--- config.mk ---
export PLATFORM = sky130hd
export DESIGN_NAME = znz_encoder
export DESIGN_NICKNAME = d
export VERILOG_FILES = /design/src/rtl/znz_encoder.sv
export SDC_FILE = /design/constraint.sdc
export NUM_CORES = 1
export LEC_CHECK = 0
export ABC_CLOCK_PERIOD_IN_PS = 2900
export BUFFER_PORTS_ARGS = -buffer_cell sky130_fd_sc_hd__buf_2
export CELL_PAD_IN_SITES_DETAIL_PLACEMENT = 1
export CELL_PAD_IN_SITES_GLOBAL_PLACEMENT = 1
export CORE_MARGIN = 8
export CORE_UTILIZATION = 39
export DETAILED_ROUTE_END_ITERATION = 6
export PLACE_DENSITY = 0.86
export REMOVE_ABC_BUFFERS = 1
export SYNTH_ARGS = -nofsm -noshare
export SYNTH_HDL_FRONTEND = slang
export SYNTH_SLANG_ARGS = --single-unit
--- constraint.sdc ---
create_clock -name clk_i -period 2.9 [get_ports clk_i]
set_clock_uncertainty 0.2 [all_clocks]
set_input_delay 0 -clock clk_i [delete_from_list [all_inputs] [get_ports clk_i]]
set_output_delay 0 -clock clk_i [all_outputs]
set_load 0.01 [all_outputs]
--- src/rtl/znz_encoder.sv ---
// Zero/nonzero run-length encoder: zeros become '0'+(run-1) symbols, nonzeros become '1' plus a forwarded value.
// Latency: nonzero value on nz_data_o one cycle after acceptance; a ZNZ word appears as soon as DATA_W bits are packed.
// Backpressure: rdy_o drops when the buffer lacks room for a worst-case symbol pair, in FLUSH, or while nz is stalled.
// Optional: define ZNZ_ENCODER_STATS_EN to add the n_nonzero_o / n_zero_o word counters.
`timescale 1ns/1ps
module znz_encoder #(
  parameter int DATA_W       = 8,
  parameter int LOG_MAX_ZRUN = 4
) (
  input  logic              clk_i,
  input  logic              rst_i,
  input  logic [DATA_W-1:0] data_i,
  input  logic              last_i,
  input  logic              vld_i,
  output logic              rdy_o,
  output logic [DATA_W-1:0] nz_data_o,
  output logic              nz_vld_o,
  input  logic              nz_rdy_i,
  output logic [DATA_W-1:0] znz_o,
  output logic              znz_last_o,
  output logic              znz_vld_o,
  input  logic              znz_rdy_i
`ifdef ZNZ_ENCODER_STATS_EN
  ,
  output logic [31:0]       n_nonzero_o,
  output logic [31:0]       n_zero_o
`endif
);

  localparam int BUF_W  = 2 * DATA_W;
  localparam int SYM_W  = LOG_MAX_ZRUN + 2;   // worst case: run-close symbol followed by '1'
  localparam int FILL_W = $clog2(BUF_W + 1);
  localparam logic [FILL_W-1:0]       RDY_LIMIT = FILL_W'(BUF_W - SYM_W);
  localparam logic [FILL_W-1:0]       WORD_FILL = FILL_W'(DATA_W);
  localparam logic [LOG_MAX_ZRUN-1:0] RUN_ONE   = LOG_MAX_ZRUN'(1);

  typedef enum logic {RUN = 1'b0, FLUSH = 1'b1} state_t;

  state_t                  state_q, state_d;
  logic [BUF_W-1:0]        buf_q, buf_d;
  logic [FILL_W-1:0]       fill_q, fill_d;
  logic [LOG_MAX_ZRUN-1:0] run_q, run_d;     // zeros seen in the open run (0..MAX_ZRUN-1)
  logic [DATA_W-1:0]       nz_data_q, nz_data_d;
  logic                    nz_vld_q, nz_vld_d;

  logic                    in_xfer, znz_xfer, is_nz;
  logic [SYM_W-1:0]        sym;               // left-justified, unused LSBs zero
  logic [FILL_W-1:0]       sym_len;
  logic [BUF_W-1:0]        buf_sh;
  logic [FILL_W-1:0]       fill_sh;

  assign is_nz     = (data_i != '0);
  assign in_xfer   = vld_i && rdy_o;
  assign znz_xfer  = znz_vld_o && znz_rdy_i;
  assign nz_vld_o  = nz_vld_q;
  assign nz_data_o = nz_data_q;

  // Handshake outputs: ZNZ word valid from buffer fill; input ready only with room and a free nz slot.
  always_comb begin
    znz_vld_o  = 1'b0;
    znz_last_o = 1'b0;
    if (state_q == RUN) begin
      znz_vld_o = (fill_q >= WORD_FILL);
    end else begin
      znz_vld_o  = (fill_q != '0);
      znz_last_o = (fill_q != '0) && (fill_q <= WORD_FILL);
    end
    znz_o = znz_vld_o ? buf_q[BUF_W-1 -: DATA_W] : '0;
    rdy_o = !rst_i && (state_q == RUN) && (fill_q <= RDY_LIMIT) &&
            (!nz_vld_q || nz_rdy_i);
  end

  // Symbol generation and run counter update for the accepted word.
  always_comb begin
    sym     = '0;
    sym_len = '0;
    run_d   = run_q;
    if (in_xfer) begin
      if (is_nz) begin
        if (run_q != '0) begin
          sym     = {1'b0, run_q - RUN_ONE, 1'b1};
          sym_len = FILL_W'(SYM_W);
        end else begin
          sym     = {1'b1, {(SYM_W-1){1'b0}}};
          sym_len = FILL_W'(1);
        end
        run_d = '0;
      end else if ((&run_q) || last_i) begin
        // this zero completes a run of run_q+1, so the stored count is already n-1
        sym     = {1'b0, run_q, 1'b0};
        sym_len = FILL_W'(SYM_W - 1);
        run_d   = '0;
      end else begin
        run_d = run_q + RUN_ONE;
      end
    end
  end

  // Bit buffer: drain a word on transfer, then append the new symbol behind the remaining bits.
  always_comb begin
    buf_sh  = buf_q;
    fill_sh = fill_q;
    if (znz_xfer) begin
      buf_sh  = buf_q << DATA_W;
      fill_sh = (fill_q > WORD_FILL) ? (fill_q - WORD_FILL) : '0;
    end
    buf_d   = buf_sh | ({sym, {(BUF_W-SYM_W){1'b0}}} >> fill_sh);
    fill_d  = fill_sh + sym_len;
    state_d = state_q;
    if (state_q == RUN) begin
      if (in_xfer && last_i) state_d = FLUSH;
    end else if (znz_xfer && znz_last_o) begin
      state_d = RUN;
      buf_d   = '0;
      fill_d  = '0;
    end
  end

  // Nonzero value register: load on accepted nonzero, clear when consumed.
  always_comb begin
    nz_vld_d  = nz_vld_q;
    nz_data_d = nz_data_q;
    if (nz_vld_q && nz_rdy_i) nz_vld_d = 1'b0;
    if (in_xfer && is_nz) begin
      nz_vld_d  = 1'b1;
      nz_data_d = data_i;
    end
  end

  // State registers.
  always_ff @(posedge clk_i or posedge rst_i) begin
    if (rst_i) begin
      state_q   <= RUN;
      buf_q     <= '0;
      fill_q    <= '0;
      run_q     <= '0;
      nz_data_q <= '0;
      nz_vld_q  <= 1'b0;
    end else begin
      state_q   <= state_d;
      buf_q     <= buf_d;
      fill_q    <= fill_d;
      run_q     <= run_d;
      nz_data_q <= nz_data_d;
      nz_vld_q  <= nz_vld_d;
    end
  end

`ifdef ZNZ_ENCODER_STATS_EN
  logic [31:0] n_nonzero_q, n_nonzero_d, n_zero_q, n_zero_d;

  // Count accepted words by class.
  always_comb begin
    n_nonzero_d = n_nonzero_q;
    n_zero_d    = n_zero_q;
    if (in_xfer && is_nz)  n_nonzero_d = n_nonzero_q + 32'd1;
    if (in_xfer && !is_nz) n_zero_d    = n_zero_q + 32'd1;
  end

  // Statistics registers, cleared only by reset.
  always_ff @(posedge clk_i or posedge rst_i) begin
    if (rst_i) begin
      n_nonzero_q <= '0;
      n_zero_q    <= '0;
    end else begin
      n_nonzero_q <= n_nonzero_d;
      n_zero_q    <= n_zero_d;
    end
  end

  assign n_nonzero_o = n_nonzero_q;
  assign n_zero_o    = n_zero_q;
`endif

endmodule

After elaboration in Yosys (flattened, before gate mapping)
Index checks and enable logic that the tools add are counted.
Widths: inputs -> output; s select.
{"block": "word_totals", "ff_bits": 35, "output_inout_bits": 20}
{"block": "classes", "n_addsub": 4, "n_lt_le_gt_ge": 4, "shift": 1, "mux": 25, "n_bitwise": 2, "reduce_logical": 19}
{"cell": "$mux 16", "n": 3}
{"cell": "$mux 5", "n": 7}
{"cell": "$mux 6", "n": 3}
{"cell": "$or 16x16->16", "n": 1}
{"cell": "$shr 16x5->16", "n": 1}
{"cell": "$le 5x4->1 const B", "n": 2}
{"cell": "$logic_and 1x1->1", "n": 10}
{"cell": "$mux 4", "n": 2}
{"cell": "$mux 8", "n": 1}
{"cell": "$reduce_bool 8->1", "n": 1}
{"cell": "$mux 1", "n": 7}
{"cell": "$mux 3", "n": 2}
{"cell": "$add 5x5->5", "n": 1}
{"cell": "$ge 5x4->1 const B", "n": 1}
{"cell": "$gt 5x4->1 const B", "n": 1}
{"cell": "$reduce_bool 5->1", "n": 1}
{"cell": "$sub 5x4->5 const B", "n": 1}
{"cell": "$add 4x1->4 const B", "n": 1}
{"cell": "$reduce_and 4->1", "n": 1}
{"cell": "$reduce_bool 4->1", "n": 1}
{"cell": "$sub 4x1->4 const B", "n": 1}
{"cell": "$logic_not 1->1", "n": 2}
{"cell": "$logic_or 1x1->1", "n": 2}
{"cell": "$reduce_bool 2->1", "n": 1}
{"cell": "$not 1->1", "n": 1}

Depth between registers and ports, before layout
{"block": "depth", "word_depth": 10, "depth_mapped": 12, "ltp_nobuf": 11}

Worst setup path before layout
Ideal clock, no wire load.
{"block": "synth_timing", "path_kind": "reg2reg", "start": "reg fill_q[4]", "end": "reg fill_q[3]", "setup_ns": 0.132, "arrival_ns": 2.609, "required_time_ns": 2.568, "setup_slack_ns": -0.041, "path_stages_with_launch": 13, "path_buffers": 2, "period_less_slack_ns": 2.941, "cell_sequence": "dfrtp_1 inv_1 ha_1 or4b_4 buf_6 a21bo_1 o21ai_0 buf_2 inv_1 ha_1 a21oi_1 xor2_1 nor2_1"}
{"block": "synth_between", "elab_chain_cells": 8}
{"item": "start: declaration", "line_no": "41", "source": "logic [FILL_W-1:0] fill_q, fill_d;"}
{"item": "start signal: assignment", "line_no": "142", "source": "fill_q <= fill_d;"}
{"item": "$le 5x4->1", "line_no": "69", "source": "rdy_o = !rst_i && (state_q == RUN) && (fill_q <= RDY_LIMIT) &&"}
{"item": "$logic_and 1x1->1 (2 in a row)", "line_no": "69"}
{"item": "$logic_and 1x1->1", "line_no": "53", "source": "assign in_xfer = vld_i && rdy_o;"}
{"item": "$mux 5", "line_no": "78", "source": "if (in_xfer) begin"}
{"item": "$add 5x5->5", "line_no": "108", "source": "fill_d = fill_sh + sym_len;"}
{"item": "$mux 5", "line_no": "112", "source": "end else if (znz_xfer && znz_last_o) begin"}
{"item": "$mux 5 (*)", "line_no": "110", "source": "if (state_q == RUN) begin"}
{"item": "net fill_d[3]", "line_no": "41"}
The timed path passes the listed nets; every way through them passes the cells marked *.
A chain may end at the register's enable or synchronous reset.

Worst setup path in the final report
{"block": "layout_timing", "start": "reg fill_q[4]", "end": "reg buf_q[15]"}
{"block": "layout_between", "elab_chain_cells": 9}
{"item": "$le 5x4->1", "line_no": "69"}
{"item": "$logic_and 1x1->1 (2 in a row)", "line_no": "69"}
{"item": "$logic_and 1x1->1", "line_no": "53"}
{"item": "$mux 6", "line_no": "78"}
{"item": "$shr 16x5->16", "line_no": "107", "source": "buf_d = buf_sh | ({sym, {(BUF_W-SYM_W){1'b0}}} >> fill_sh);"}
{"item": "$or 16x16->16", "line_no": "107"}
{"item": "$mux 16", "line_no": "112"}
{"item": "$mux 16 (*)", "line_no": "110"}
{"item": "net buf_d[15]", "line_no": "40", "source": "logic [BUF_W-1:0] buf_q, buf_d;"}
{"item": "end signal: assignment", "line_no": "141", "source": "buf_q <= buf_d;"}
{"item": "end: declaration", "line_no": "40"}
Marks and branches as above.

==> summary.md <==
| Metric | Value |
|---|---|
| Status | finished clean |
| Max-slew headroom | 0.5694 |
| Post-DP HPWL | 5649 um |
| Mapped Avg Cell Area | 8.438 sq um |
| Largest net degree at the start of global routing | 37 |
| CTS tree | built |
| Layout cell share with drive strength beyond 1 | 0.1851 |
| Top_reg_cell synth | dfrtp_1 |
| Max frequency | 359.1 MHz |
| CP required | 2.91 ns |
| Nets | 358 |
| Die Height | 94.53 um |
| Initial antenna violation count | 0 |
| Die ar. | 8935 sq um |
| Total power | 2409 uW |
| Clk buf depth | 2 |
| Post-synthesis cell count | 285 |
| Cells on Worst Hold Path | 3 |
| Reg2Reg Setup Slack | 0.12 ns |
| Filler Cells Inserted | 740 |
| CP Launch Type | flip-flop |
| Worst-Skew Late Latency | 0.29 ns |
| CP cell instances | inv_1, ha_1, or4b_4, a21bo_1, a32o_1, nor2_4, or4b_1, a21oi_1 |
| Setup WS pre-CTS | 0.09245 ns |
| Core Util, Final | 0.4874 |
| Pins over their slew limit | 0 |
| Num ports | 34 |
| Vias in the first global route | 2,531 |
| Total GRT Usage | 0.1791 |
| Site Rows | 28 |
| Area share of the largest cell type after synthesis | 0.3642 |
| Vias | 2,405 |
| Yosys cell types | 52 |
| Count leader, synth | nand2_1 |
| R2R Path End | buf_q[15]$_DFF_PP0_ |
| Via density per instance | 5.852 |
| Core ar. | 5956 sq um |
| Post-placement cell count | 392 |
| Crit share post-route | 0.9602 |
| FF-to-FF path depth | 8 |
| Drt drc | 0 |
| Maxcap violations | 0 |
| Pwr/cell area | 830.0 nW/um^2 |
| CTS Root Buffer Type | clkbuf_8 |
| Synthesized flop and latch total | 35 |
| Final Hold Fails | 0 |
| VDD IR-drop max | 0.3459 mV |
| Final setup viols | 0 |
| Post-synth EDFFs | 0 |
| Synth top area cells | dfrtp_1 (36%), nand2_1 (7.0%), ha_1 (4.2%), mux2i_1 (4.2%), a21oi_1 (3.7%) |
| Buf/Inv on CP | 1 |
| Synthesized area | 2405 sq um |
| Slowest cell on crit path | or4b_4 |
| Area leader, netlist | dfrtp_1 |
| First-pass GRT wire length | 12,870 um |
| Post-CTS setup buffers | 0 |
| Post-synthesis sequential area ratio | 0.3642 |
| RD Place Congestion | 0.9389 |
| Post-synth top cells | nand2_1 (45), dfrtp_1 (35), a21oi_1 (18), nor2_1 (18), nand3_1 (15) |
| Hold path startpoint | znz_rdy_i |
| Worst reg2reg path startpoint | fill_q[4]$_DFF_PP0_ |
| Clk sinks | 35 |
| Critical setup path kind | flip-flop to flip-flop |
| Non-filler cells, final | 411 |
| WL per Instance | 18.65 um |
| Max incr delay on CP | 0.51 ns |
| Die W | 94.53 um |
| Final worst setup slack | 0.1155 ns |
| Leakage | 0.001417 uW |
| Hold EP | fill_q[2]$_DFF_PP0_ |
| Worst setup EP type | flip-flop |
| CP delay by family, top | simple AND/OR/NAND/NOR gates |
| Area delta synth->final | 20.71% |
| TritonCTS Buffers | 5 |
| RSZ-0062 raised after global routing | no |
| H-tree depth | 2 |
| Worst Hold Class | input port to flip-flop |
| Worst-path fanout max | 9 |
| Worst EP arrival | 2.79 ns |
| WL final | 7666 um |
| Reg clk slew, reported paths | 0.07 ns |
| Slew of the pin with the lowest slew margin | 0.6445 ns |
| Async set-reset flop share out of synthesis | 1.000 |
| 1st-pass router iterations | 4 |
| PortBufs | 33 |
| Min Tclk post-route | 2.784 ns |
| Warnings from Yosys | 0 |
| Initial Util | 0.4038 |
| Antenna Nets Post-Route | 0 |
| Drt first-iter violations | 147 |
| Global route overflow | 0 |
==> logic make-up after synthesis <==
| kind of cell | after synthesis | share of synthesized area |
|---|---|---|
| compound gates | 71 | 0.1993 |
| xor+xnor | 4 | 0.01457 |
| fa+ha+maj | 9 | 0.04995 |
| buf+inv | 27 | 0.05255 |
| flops | 35 | 0.3642 |
| mux | 10 | 0.04162 |
| simple gates | 129 | 0.2778 |
==> cells in the final DEF (no fill, tap or decap), types with 4 or more instances in the layout <==
cell type,netlist,final
ha_1,8,8
dfrtp_1,35,34
buf_2,2,33
buf_4,0,14
nor2b_1,4,4
inv_1,11,11
nand3_1,15,15
a211oi_1,11,11
nor2_1,18,18
o21ai_0,9,8
nand2b_1,4,4
a22oi_1,4,4
and3_1,4,4
nor3_1,4,4
nand2_1,45,45
clkbuf_8,0,6
and2_1,10,10
dlygate4sd3_1,0,11
a21oi_1,18,17
mux2i_1,10,10
nand4_1,7,7
o31ai_1,4,4
==> worst reg2reg max path: stages (launching register included) <==
cell	delay, ns
dfrtp_1	0.41
inv_1	0.09
ha_1	0.17
or4b_4	0.51
a21bo_1	0.23
a32o_1	0.35
nor2_4	0.13
or4b_1	0.46
a21oi_1	0.14
==> what timing repair did <==
item / CTS / global route
gates resized for setup: 0 / 5
setup endpoints to repair: 0 / 11
hold endpoints to repair: 46 / 0
hold buffers: 11 / 0
==> flip-flops by register name, summed over array words and instances, names as in the netlist <==
name	cells
buf_q	16
nz_vld_o	1
state_q	1
nz_data_o	8
fill_q	5
run_q	4
==> stage by stage <==
stage | setup TNS (ns) | hold WS [ns] | instance area (sq um)
6_report | 0 | 0.1530 | 2903
5_1_grt | 0 | 0.2179 | 2900
3_3_place_gp | 0 | -0.003380 | 2688
4_1_cts | 0 | 0.1372 | 2885
3_5_place_dp | 0 | -0.002326 | 2688
2_1_floorplan | -0.9458 | -0.1038 | 2323
==> worst max path at each step <==
stage,start,to,cells past startpoint
after global placement,fill_q[3]$_DFF_PP0_,fill_q[3]$_DFF_PP0_,10
after floorplan,fill_q[4]$_DFF_PP0_,fill_q[3]$_DFF_PP0_,10
after CTS,fill_q[4]$_DFF_PP0_,fill_q[3]$_DFF_PP0_,10
after detailed placement,fill_q[4]$_DFF_PP0_,fill_q[3]$_DFF_PP0_,10
after global routing,state_q$_DFF_PP0_,fill_q[3]$_DFF_PP0_,9
final,fill_q[4]$_DFF_PP0_,buf_q[15]$_DFF_PP0_,8
==> cell type report <==
type,instances,area (sq um),area share
antenna,1,2.502,0.0008621
clock buffer,6,82.58,0.02845
clock inverter,1,5.005,0.001724
inverter,12,48.80,0.01681
multi-input combinational,223,1413,0.4866
sequential,35,877.1,0.3022
tap,75,93.84,0.03233
timing repair buffer,58,380.4,0.1310
==> per-layer routing <==
metal | part of all wire | routed length, um | track usage
met1 | 0.42 | 3238 | 0.2083
met2 | 0.53 | 4051 | 0.3198
met3 | 0.037 | 280 | 0.03492
met4 | 0.013 | 96 | 0.06112
met5 | 0 | 0 | 0
==> where the power goes <==
group | leakage (uW) | total (uW) | switching, uW | internal [uW]
Sequential | 0.000466 | 750 | 116 | 634
Clock | 0.0000471 | 371 | 184 | 187
Combinational | 0.000904 | 1290 | 813 | 475
(Power assumes the default switching activity.)
